File: src/rtl/decode_execute_seq.sv
// decode_execute_seq: registered decode-and-execute ALU with valid/ready
// handshakes on both sides. Eight-entry opcode map over WIDTH-bit operands;
// ASR and ROL are variable-amount and run one bit position per clock under a
// two-state FSM (IDLE/SHIFT). Non-shift results appear one edge after accept.
//
// Ports:
//   clk, rst_n            clock (rising edge), async active-low reset
//   in_valid / in_ready   input handshake for rs, rt, sel
//   rs, rt                operands; rs[SHAMT_W-1:0] is the shift amount
//   sel                   opcode (0 SUB, 1 ADD, 2 OR, 3 AND, 4 ASR, 5 ROL,
//                         6 LT unsigned, 7 EQ)
//   out_valid / out_ready output handshake for rd
//   rd                    registered result
//   busy                  high while a multi-cycle shift is in progress
//
// Optional build macro DAE_FLAGS_EN adds flag_z, flag_c, flag_v, registered
// alongside rd (carry = no-borrow for SUB; carry/overflow only for ADD/SUB).
module decode_execute_seq #(
  parameter int WIDTH = 4
) (
  input  logic             clk,
  input  logic             rst_n,
  input  logic             in_valid,
  output logic             in_ready,
  input  logic [WIDTH-1:0] rs,
  input  logic [WIDTH-1:0] rt,
  input  logic [2:0]       sel,
  output logic             out_valid,
  input  logic             out_ready,
  output logic [WIDTH-1:0] rd,
  output logic             busy
`ifdef DAE_FLAGS_EN
  ,
  output logic             flag_z,
  output logic             flag_c,
  output logic             flag_v
`endif
);

  localparam int SHAMT_W = $clog2(WIDTH);
  localparam logic [SHAMT_W-1:0] N_MAX  = SHAMT_W'(WIDTH - 1);
  localparam logic [SHAMT_W-1:0] N_WRAP = SHAMT_W'(WIDTH);

  typedef enum logic {
    IDLE  = 1'b0,
    SHIFT = 1'b1
  } state_t;

  state_t             state_q, state_d;
  logic [WIDTH-1:0]   work_q, work_d;
  logic [SHAMT_W-1:0] cnt_q, cnt_d;
  logic               rol_q, rol_d;
  logic [WIDTH-1:0]   rd_q, rd_d;
  logic               out_valid_q, out_valid_d;

  logic               accept;
  logic               is_shift;
  logic               load_imm;
  logic               shift_done;
  logic [SHAMT_W-1:0] n_raw;
  logic [SHAMT_W-1:0] n_eff;
  logic [WIDTH-1:0]   alu_res;
  logic [WIDTH-1:0]   shift_res;

  assign in_ready  = (state_q == IDLE) && (!out_valid_q || out_ready);
  assign accept    = in_valid && in_ready;
  assign is_shift  = (sel[2:1] == 2'b10);
  assign rd        = rd_q;
  assign out_valid = out_valid_q;
  assign busy      = (state_q == SHIFT);

  // Out-of-range amounts only exist for non-power-of-2 WIDTH. Since
  // n_raw < 2^SHAMT_W < 2*WIDTH, one subtraction gives n mod WIDTH for ROL;
  // ASR saturates at WIDTH-1.
  always_comb begin
    n_raw = rs[SHAMT_W-1:0];
    if (n_raw <= N_MAX) begin
      n_eff = n_raw;
    end else if (sel[0]) begin
      n_eff = n_raw - N_WRAP;
    end else begin
      n_eff = N_MAX;
    end
  end

  always_comb begin
    alu_res = rt;
    case (sel)
      3'd0:    alu_res = rs - rt;
      3'd1:    alu_res = rs + rt;
      3'd2:    alu_res = rs | rt;
      3'd3:    alu_res = rs & rt;
      3'd4,
      3'd5:    alu_res = rt;
      3'd6:    alu_res = {{(WIDTH-1){1'b0}}, (rs < rt)};
      default: alu_res = {{(WIDTH-1){1'b0}}, (rs == rt)};
    endcase
  end

  assign shift_res = rol_q ? {work_q[WIDTH-2:0], work_q[WIDTH-1]}
                           : {work_q[WIDTH-1], work_q[WIDTH-1:1]};

  always_comb begin
    state_d     = state_q;
    work_d      = work_q;
    cnt_d       = cnt_q;
    rol_d       = rol_q;
    rd_d        = rd_q;
    out_valid_d = out_valid_q;
    load_imm    = 1'b0;
    shift_done  = 1'b0;

    if (out_valid_q && out_ready) begin
      out_valid_d = 1'b0;
    end

    case (state_q)
      IDLE: begin
        if (accept) begin
          if (is_shift && (n_eff != '0)) begin
            state_d = SHIFT;
            work_d  = rt;
            cnt_d   = n_eff;
            rol_d   = sel[0];
          end else begin
            load_imm    = 1'b1;
            rd_d        = alu_res;
            out_valid_d = 1'b1;
          end
        end
      end
      SHIFT: begin
        work_d = shift_res;
        cnt_d  = cnt_q - 1'b1;
        if (cnt_q == SHAMT_W'(1)) begin
          shift_done  = 1'b1;
          rd_d        = shift_res;
          out_valid_d = 1'b1;
          state_d     = IDLE;
        end
      end
      default: state_d = IDLE;
    endcase
  end

  always_ff @(posedge clk or negedge rst_n) begin
    if (!rst_n) begin
      state_q     <= IDLE;
      work_q      <= '0;
      cnt_q       <= '0;
      rol_q       <= 1'b0;
      rd_q        <= '0;
      out_valid_q <= 1'b0;
    end else begin
      state_q     <= state_d;
      work_q      <= work_d;
      cnt_q       <= cnt_d;
      rol_q       <= rol_d;
      rd_q        <= rd_d;
      out_valid_q <= out_valid_d;
    end
  end

`ifdef DAE_FLAGS_EN
  logic             flag_z_q, flag_z_d;
  logic             flag_c_q, flag_c_d;
  logic             flag_v_q, flag_v_d;
  logic             add_op;
  logic [WIDTH-1:0] b_op;
  logic [WIDTH:0]   sum_ext;

  // SUB runs through the same adder as rs + ~rt + 1, so carry = no borrow.
  always_comb begin
    add_op   = (sel[2:1] == 2'b00);
    b_op     = sel[0] ? rt : ~rt;
    sum_ext  = {1'b0, rs} + {1'b0, b_op} + {{WIDTH{1'b0}}, ~sel[0]};
    flag_z_d = flag_z_q;
    flag_c_d = flag_c_q;
    flag_v_d = flag_v_q;
    if (load_imm) begin
      flag_z_d = (alu_res == '0);
      flag_c_d = add_op & sum_ext[WIDTH];
      flag_v_d = add_op & (rs[WIDTH-1] == b_op[WIDTH-1])
                        & (sum_ext[WIDTH-1] != rs[WIDTH-1]);
    end else if (shift_done) begin
      flag_z_d = (shift_res == '0);
      flag_c_d = 1'b0;
      flag_v_d = 1'b0;
    end
  end

  always_ff @(posedge clk or negedge rst_n) begin
    if (!rst_n) begin
      flag_z_q <= 1'b0;
      flag_c_q <= 1'b0;
      flag_v_q <= 1'b0;
    end else begin
      flag_z_q <= flag_z_d;
      flag_c_q <= flag_c_d;
      flag_v_q <= flag_v_d;
    end
  end

  assign flag_z = flag_z_q;
  assign flag_c = flag_c_q;
  assign flag_v = flag_v_q;
`endif

endmodule

File: config.mk
export PLATFORM = sky130hd
export DESIGN_NAME = decode_execute_seq
export DESIGN_NICKNAME = d
export VERILOG_FILES = /design/src/rtl/decode_execute_seq.sv
export SDC_FILE = /design/constraint.sdc
export NUM_CORES = 1
export LEC_CHECK = 0
export CORE_UTILIZATION = 46
export CTS_CLUSTER_SIZE = 16
export DETAILED_ROUTE_END_ITERATION = 16
export PLACE_DENSITY = 0.72
export SLEW_MARGIN = 20
export SYNTH_ARGS = -nofsm -noshare
export SYNTH_HDL_FRONTEND = slang
export SYNTH_SLANG_ARGS = --single-unit
export TNS_END_PERCENT = 30
File: constraint.sdc
create_clock -name clk -period 3.75 [get_ports clk]
set_input_delay 0.75 -clock clk [delete_from_list [all_inputs] [get_ports clk]]
set_output_delay 0.75 -clock clk [all_outputs]
set_load 0.02 [all_outputs]
==> results of run 1 <==
-- cell type report --
| cell class | instances | area [sq um] | area share [%] |
|---|---|---|---|
| Multi-Input combinational cell | 96 | 820 | 55.1 |
| Inverter | 16 | 60.1 | 4.04 |
| Sequential cell | 13 | 325 | 21.9 |
| Timing Repair Buffer | 22 | 218 | 14.6 |
| Tap cell | 30 | 37.5 | 2.53 |
| Clock buffer | 4 | 26.3 | 1.77 |
-- kinds of logic after synthesis --
logic type	after synthesis
DFF	13
muxes	11
adders and majority gates	15
buffers and inverters	22
and+or+nand+nor	35
xor gates and xnor gates	1
AOI/OAI and AO/OA	34
-- registers in the layout (all words and copies together) (netlist names) --
name       cells
busy           1
rd             4
cnt_q          2
out_valid      1
rol_q          1
work_q         4
-- Yosys cell counts, drive strengths merged, types with 2 or more instances --
library cell  instances
a211oi                3
a21o                  3
a21oi                 3
a31oi                 2
and2                  2
buf                   5
dfrtp                13
fa                    2
ha                   13
inv                  16
mux2                  4
mux2i                 6
nand2                 9
nand2b                3
nand3                 5
nor2                  4
nor2b                 5
nor3                  3
nor4                  2
o211ai                2
o21ai                 8
o311ai                3
-- power by group --
group	switching, uW	internal, uW
Clock	45.3	41.1
Sequential	74.7	210
Combinational	202	224
Total	322	475
-- cells in the final DEF, fill, tap and decap left out, drive strengths merged, types with 5 or more instances in the layout --
master and instances:
clkdlybuf4s50 21, inv 16, ha 13, dfrtp 13, nand2 9, o21ai 8, mux2i 6, nand3 5
nor2b 5
-- metrics by stage --
stage               hold WS, ps  cell area, sq um  total power [uW]
floorplan                   454              1250               572
CTS                         495              1490               805
detailed placement          476              1460               717
global placement            469              1460               704
finish                      485              1490               797
global route                519              1490               875
-- path summary, 6_finish.rpt --
| path | slack [ps] | cells past startpoint | to |
|---|---|---|---|
| setup reg to reg | 1720 | 4 | work_q[1] |
| max in group asynchronous | 2510 | 1 | work_q[0] |
| hold / removal | 490 | 2 | rd[1] |
| hold reg to reg | 490 | 2 | rd[1] |
| setup / recovery | 950 | 9 | rd[0] |
| min in group asynchronous | 850 | 1 | work_q[2] |
-- worst max-delay path: stages --
cell and delay (ps):
clkdlybuf4s50_1 570, inv_1 100, ha_1 250, fa_1 410
o21bai_1 180, a211oi_1 90, a211oi_1 230, o31ai_1 100
mux2_1 290
-- layer usage --
layer | GRT usage (%) | part of all wire (%) | vias up
met5 | 0 | 0 | -
met4 | 6.41 | 0.76 | 0
met3 | 1.69 | 3.1 | 2
met2 | 37.6 | 50 | 18
met1 | 26.4 | 46 | 481
li1 | - | - | 503
==> implementation parameters, run 1 <==
Parameter                              Value

CTS
  Latest clock arrival within the worst-skew pair ... 270 ps
  Clock buffer count from CTS ... 3
  Clock tree from TritonCTS ... done
  # resized after CTS ... 0
  Hold_buf cts ... 0
  Root buffer cell ... clkbuf_4
  Sinks on the clock net ... 13
  H-tree depth reported by CTS ... 1
  Worst-case clock buffer depth ... 2
  Buffers inserted by post-CTS timing repair ... 0
  Clock-pin slew on the worst setup and hold paths ... 80 ps

Logic synthesis
  Post-Synthesis Net Count ... 161
  Main combinational cell family by area after synthesis ... compound AO/OA/AOI/OAI gates
  Sequential area share after synthesis ... 25.9%
  Post-synth EDFFs ... 0
  Primary flip-flop cell chosen by synthesis mapping ... dfrtp_1
  Simple logic cell fraction of the synthesized area ... 17.8%
  Leading post-synthesis cells by cell area ... dfrtp_1 26%, ha_1 13%, mux2i_1 4.8%
  Post-synthesis mux area share ... 10.2%
  Compound-Gate Fraction of Synth Area ... 20.6%
  Netlist Area Pre-Place ... 1250 sq um
  Area share of the leading cell type in the synthesized netlist ... 25.9%
  Mapped Avg Cell Area ... 9.57 sq um
  Flip-flop and latch count after synthesis ... 13
  Synthesized instance count ... 131
  Proportion of register bits with asynchronous set or reset after synthesis ... 100%
  Distinct cell type count after synthesis ... 43
  Synthesis warning total ... 0
  Synth area leader ... dfrtp_1
  Xor and xnor area share after synthesis ... 0.699%
  Post-Synth Adder-Cell Area ... 16.2%

Detailed routing
  Routed via count ... 1,004
  Post-detailed-route wirelength per cell ... 13.8 um
  Vias per cell ... 5.55
  Wirelength, routed ... 2.50 mm
  Antenna Violating Nets Remaining ... 0
  First DRT Iteration DRCs ... 23
  Drc violations ... 0
  DR pass1 iterations ... 4

Die
  Placeable core region ... 2520 sq um
  Die extent in x ... 54.2 um
  Initial standard-cell utilization of the core ... 49.7%
  Full die area ... 2940 sq um
  Die height ... 54.2 um
  FP Rows ... 18
  I/O pin count ... 22

Global route
  GRT Total Usage ... 21.0%
  Antenna violations before repair ... 0
  Total gr overflow ... 0
  First-pass GRT wire length ... 4.45 mm
  Maximum number of pins on one net before global-route repair ... 22
  Vias in the first global route ... 969

Power
  Worst vdd ir ... 293 uV
  Power density over the cells ... 536 nW/um^2
  Static leakage power ... 0.000662 uW

Timing
  Final Skew ... 3.85 ps
  Fmax ... 357 MHz
  Final setup violating endpoints ... 0
  RSZ-0062 raised after global routing ... no
  Worst slew margin relative to its limit ... 51.6%
  Post-layout worst setup margin ... 949 ps
  Total negative slack for setup checks ... 0 ps
  Final Cycle Share ... 74.7%
  Post-layout min period ... 2800 ps
  Endpoints failing hold ... 0
  Final-report max-slew violation count ... 0
  Tightest Pin Transition ... 726 ps

Place
  Pre-CTS worst setup slack ... 664 ps
  Number of I/O port buffers ... 21
  Cell Count Post-Placement ... 177
  Final HPWL from detailed placement ... 2.02 mm
  RD Place Congestion ... 0.819

Critical path
  Endpoint kind of the worst setup timing path ... flip-flop
  Kind of start point of the critical path ... input pin
  Startpoint of the worst register-to-register path ... busy
  Worst setup path start ... rs[0]
  Critical path start-end classification ... in -> reg
  Required time of the worst setup path ... 3910 ps
  Highest fanout seen on the critical path ... 4
  Data arrival time at the worst-slack endpoint ... 2960 ps

Cells and area
  Layout cells sized above 1 ... 11.3%
  Layout overhead on the synthesized area ... 18.6%
  Final Net Count ... 182
  Core occupancy in the finished layout ... 58.9%
  Post-Layout Cell Count ... 181
  Fill cells ... 227
  # diodes ... 0

Status
  Result of the run ... finished clean

Worst hold path
  Type of the most critical hold path ... reg -> reg
  Hold_sp ... rd[1]

Job
  Number of maximum-capacitance violations ... 0
(Power assumes the default switching activity.)
==> inputs of run 2 (changes only) <==
Clock period 3.75 ns to 2.65 ns, I/O delays scaled along.
==> implementation parameters, run 2 (same netlist as run 1, synthesis figures left out) <==
Parameter                              Value

Status
  Result of the run ... finished clean

Place
  Cell area reported after detailed placement ... 1560 sq um
  Cell Count Post-Placement ... 190
  Final HPWL from detailed placement ... 2.09 mm
  Number of I/O port buffers ... 21
  RD Place Congestion ... 0.826
  Pre-CTS worst setup slack ... -79.2 ps

Worst hold path
  Type of the most critical hold path ... reg -> reg
  Number of cells on the worst hold path ... 2
  Terminating pin of the worst hold path ... rd[1]
  Hold_sp ... rd[1]

Power
  Power density over the cells ... 732 nW/um^2
  Worst vdd ir ... 664 uV
  Static leakage power ... 0.000726 uW

Timing
  Final setup violating endpoints ... 0
  Final Skew ... 2.06 ps
  Post-layout worst setup margin ... 236 ps
  RSZ-0062 raised after global routing ... no
  Final-report max-slew violation count ... 0
  Worst slew margin relative to its limit ... 59.7%
  Tightest Pin Transition ... 603 ps
  Endpoints failing hold ... 0
  Post-layout min period ... 2410 ps
  Final Cycle Share ... 91.1%
  Worst hold slack across all endpoints ... 499 ps
  Fmax ... 414 MHz

Detailed routing
  First DRT Iteration DRCs ... 15
  DR pass1 iterations ... 4
  Post-detailed-route wirelength per cell ... 13.2 um
  Antenna Violating Nets Remaining ... 0
  Wirelength, routed ... 2.56 mm
  Routed via count ... 1,059
  Vias per cell ... 5.46
  Drc violations ... 0

Cells and area
  Layout overhead on the synthesized area ... 26.3%
  Final Net Count ... 195
  # diodes ... 0
  Commonest non-fill, non-tap cell in the layout ... clkdlybuf4s50_1
  Fill cells ... 237
  Final design area excluding fillers ... 1580 sq um
  Layout cells sized above 1 ... 18.3%
  Commonest cells after routing, fill and taps aside ... 21 x clkdlybuf4s50_1, 16 x inv_1, 14 x buf_4
  Post-Layout Cell Count ... 194

Critical path
  Worst setup path start ... rs[0]
  Critical path start-end classification ... in -> reg
  Highest fanout seen on the critical path ... 3
  Worst R2R Setup Slack ... 880 ps
  Data arrival time at the worst-slack endpoint ... 2580 ps
  Worst flop-to-flop path endpoint ... work_q[1]
  Startpoint of the worst register-to-register path ... out_valid
  Required time of the worst setup path ... 2820 ps
  Endpoint kind of the worst setup timing path ... flip-flop
  Kind of start point of the critical path ... input pin
  Worst reg2reg path depth ... 5

Job
  Number of maximum-capacitance violations ... 0

CTS
  Sinks on the clock net ... 13
  Root buffer cell ... clkbuf_4
  Clock-pin slew on the worst setup and hold paths ... 80 ps
  Buffers inserted by post-CTS timing repair ... 0
  Worst-case clock buffer depth ... 2
  Clock buffer count from CTS ... 3
  H-tree depth reported by CTS ... 1
  Latest clock arrival within the worst-skew pair ... 280 ps
  Hold_buf cts ... 0
  # resized after CTS ... 0
  Clock tree from TritonCTS ... done

Die
  Initial standard-cell utilization of the core ... 49.7%
  Die extent in x ... 54.2 um
  I/O pin count ... 22
  FP Rows ... 18
  Die height ... 54.2 um
  Full die area ... 2940 sq um
  Placeable core region ... 2520 sq um

Global route
  Antenna violations before repair ... 0
  Vias in the first global route ... 1,027
  First-pass GRT wire length ... 4.55 mm
  Maximum number of pins on one net before global-route repair ... 19
  Total gr overflow ... 0
  GRT Total Usage ... 21.5%
[run 2: cell count changes in the layout (fill, tap and decap cells not counted)]
cell,previous run,this run
buf_4,1,14
[run 2: where the power goes]
| group | leakage [uW] | internal (uW) | switching, uW |
|---|---|---|---|
| Combinational | 0.000552 | 338 | 327 |
| Sequential | 0.000158 | 298 | 71.1 |
| Clock | 0.0000150 | 58.4 | 67.5 |
[run 2: worst max path at each step]
| stage | slack, ps | cells after the start | end |
|---|---|---|---|
| floorplan | 560 | 7 | rd[1] |
| global placement | -30 | 9 | rd[0] |
| detailed placement | -80 | 9 | rd[0] |
| CTS | 210 | 9 | rd[0] |
| global route | 110 | 9 | rd[0] |
| finish | 240 | 9 | rd[0] |
[run 2: routing by layer]
metal / track usage (%) / part of all wire [%]
met2: 36.4 / 48
met3: 2.54 / 2.7
met4: 7.69 / 1.8
met5: 0 / 0
met1: 27.9 / 47
[run 2: metrics by stage]
| stage | util (%) | total power (uW) | setup TNS, ps |
|---|---|---|---|
| 6_report | 62.8 | 1160 | 0 |
| 5_1_grt | 62.8 | 1260 | 0 |
| 4_1_cts | 62.8 | 1170 | 0 |
| 3_5_place_dp | 61.8 | 1040 | -122 |
| 3_3_place_gp | 61.8 | 1020 | -33.8 |
| 2_1_floorplan | - | 810 | 0 |
[run 2: final cells by class]
| class | count | area, sq um | area share [%] |
|---|---|---|---|
| Clock buffer | 4 | 26.3 | 1.66 |
| Timing Repair Buffer | 35 | 315 | 19.9 |
| Multi-Input combinational cell | 96 | 820 | 51.7 |
| Sequential cell | 13 | 325 | 20.5 |
| Inverter | 16 | 60.1 | 3.79 |
| Tap cell | 30 | 37.5 | 2.37 |
[run 2: worst max-delay path, cell delays in order]
cell	delay [ps]
clkdlybuf4s50_1	500
inv_1	70
ha_1	220
fa_1	390
o21bai_1	150
a211oi_1	80
a211oi_1	240
o31ai_1	100
mux2_1	290
==> inputs of run 3 (changes only) <==
Settings changed: SLEW_MARGIN 20 to not set.
==> results of run 3 <==
Final layout, timing and power as in run 2 (identical DEF).
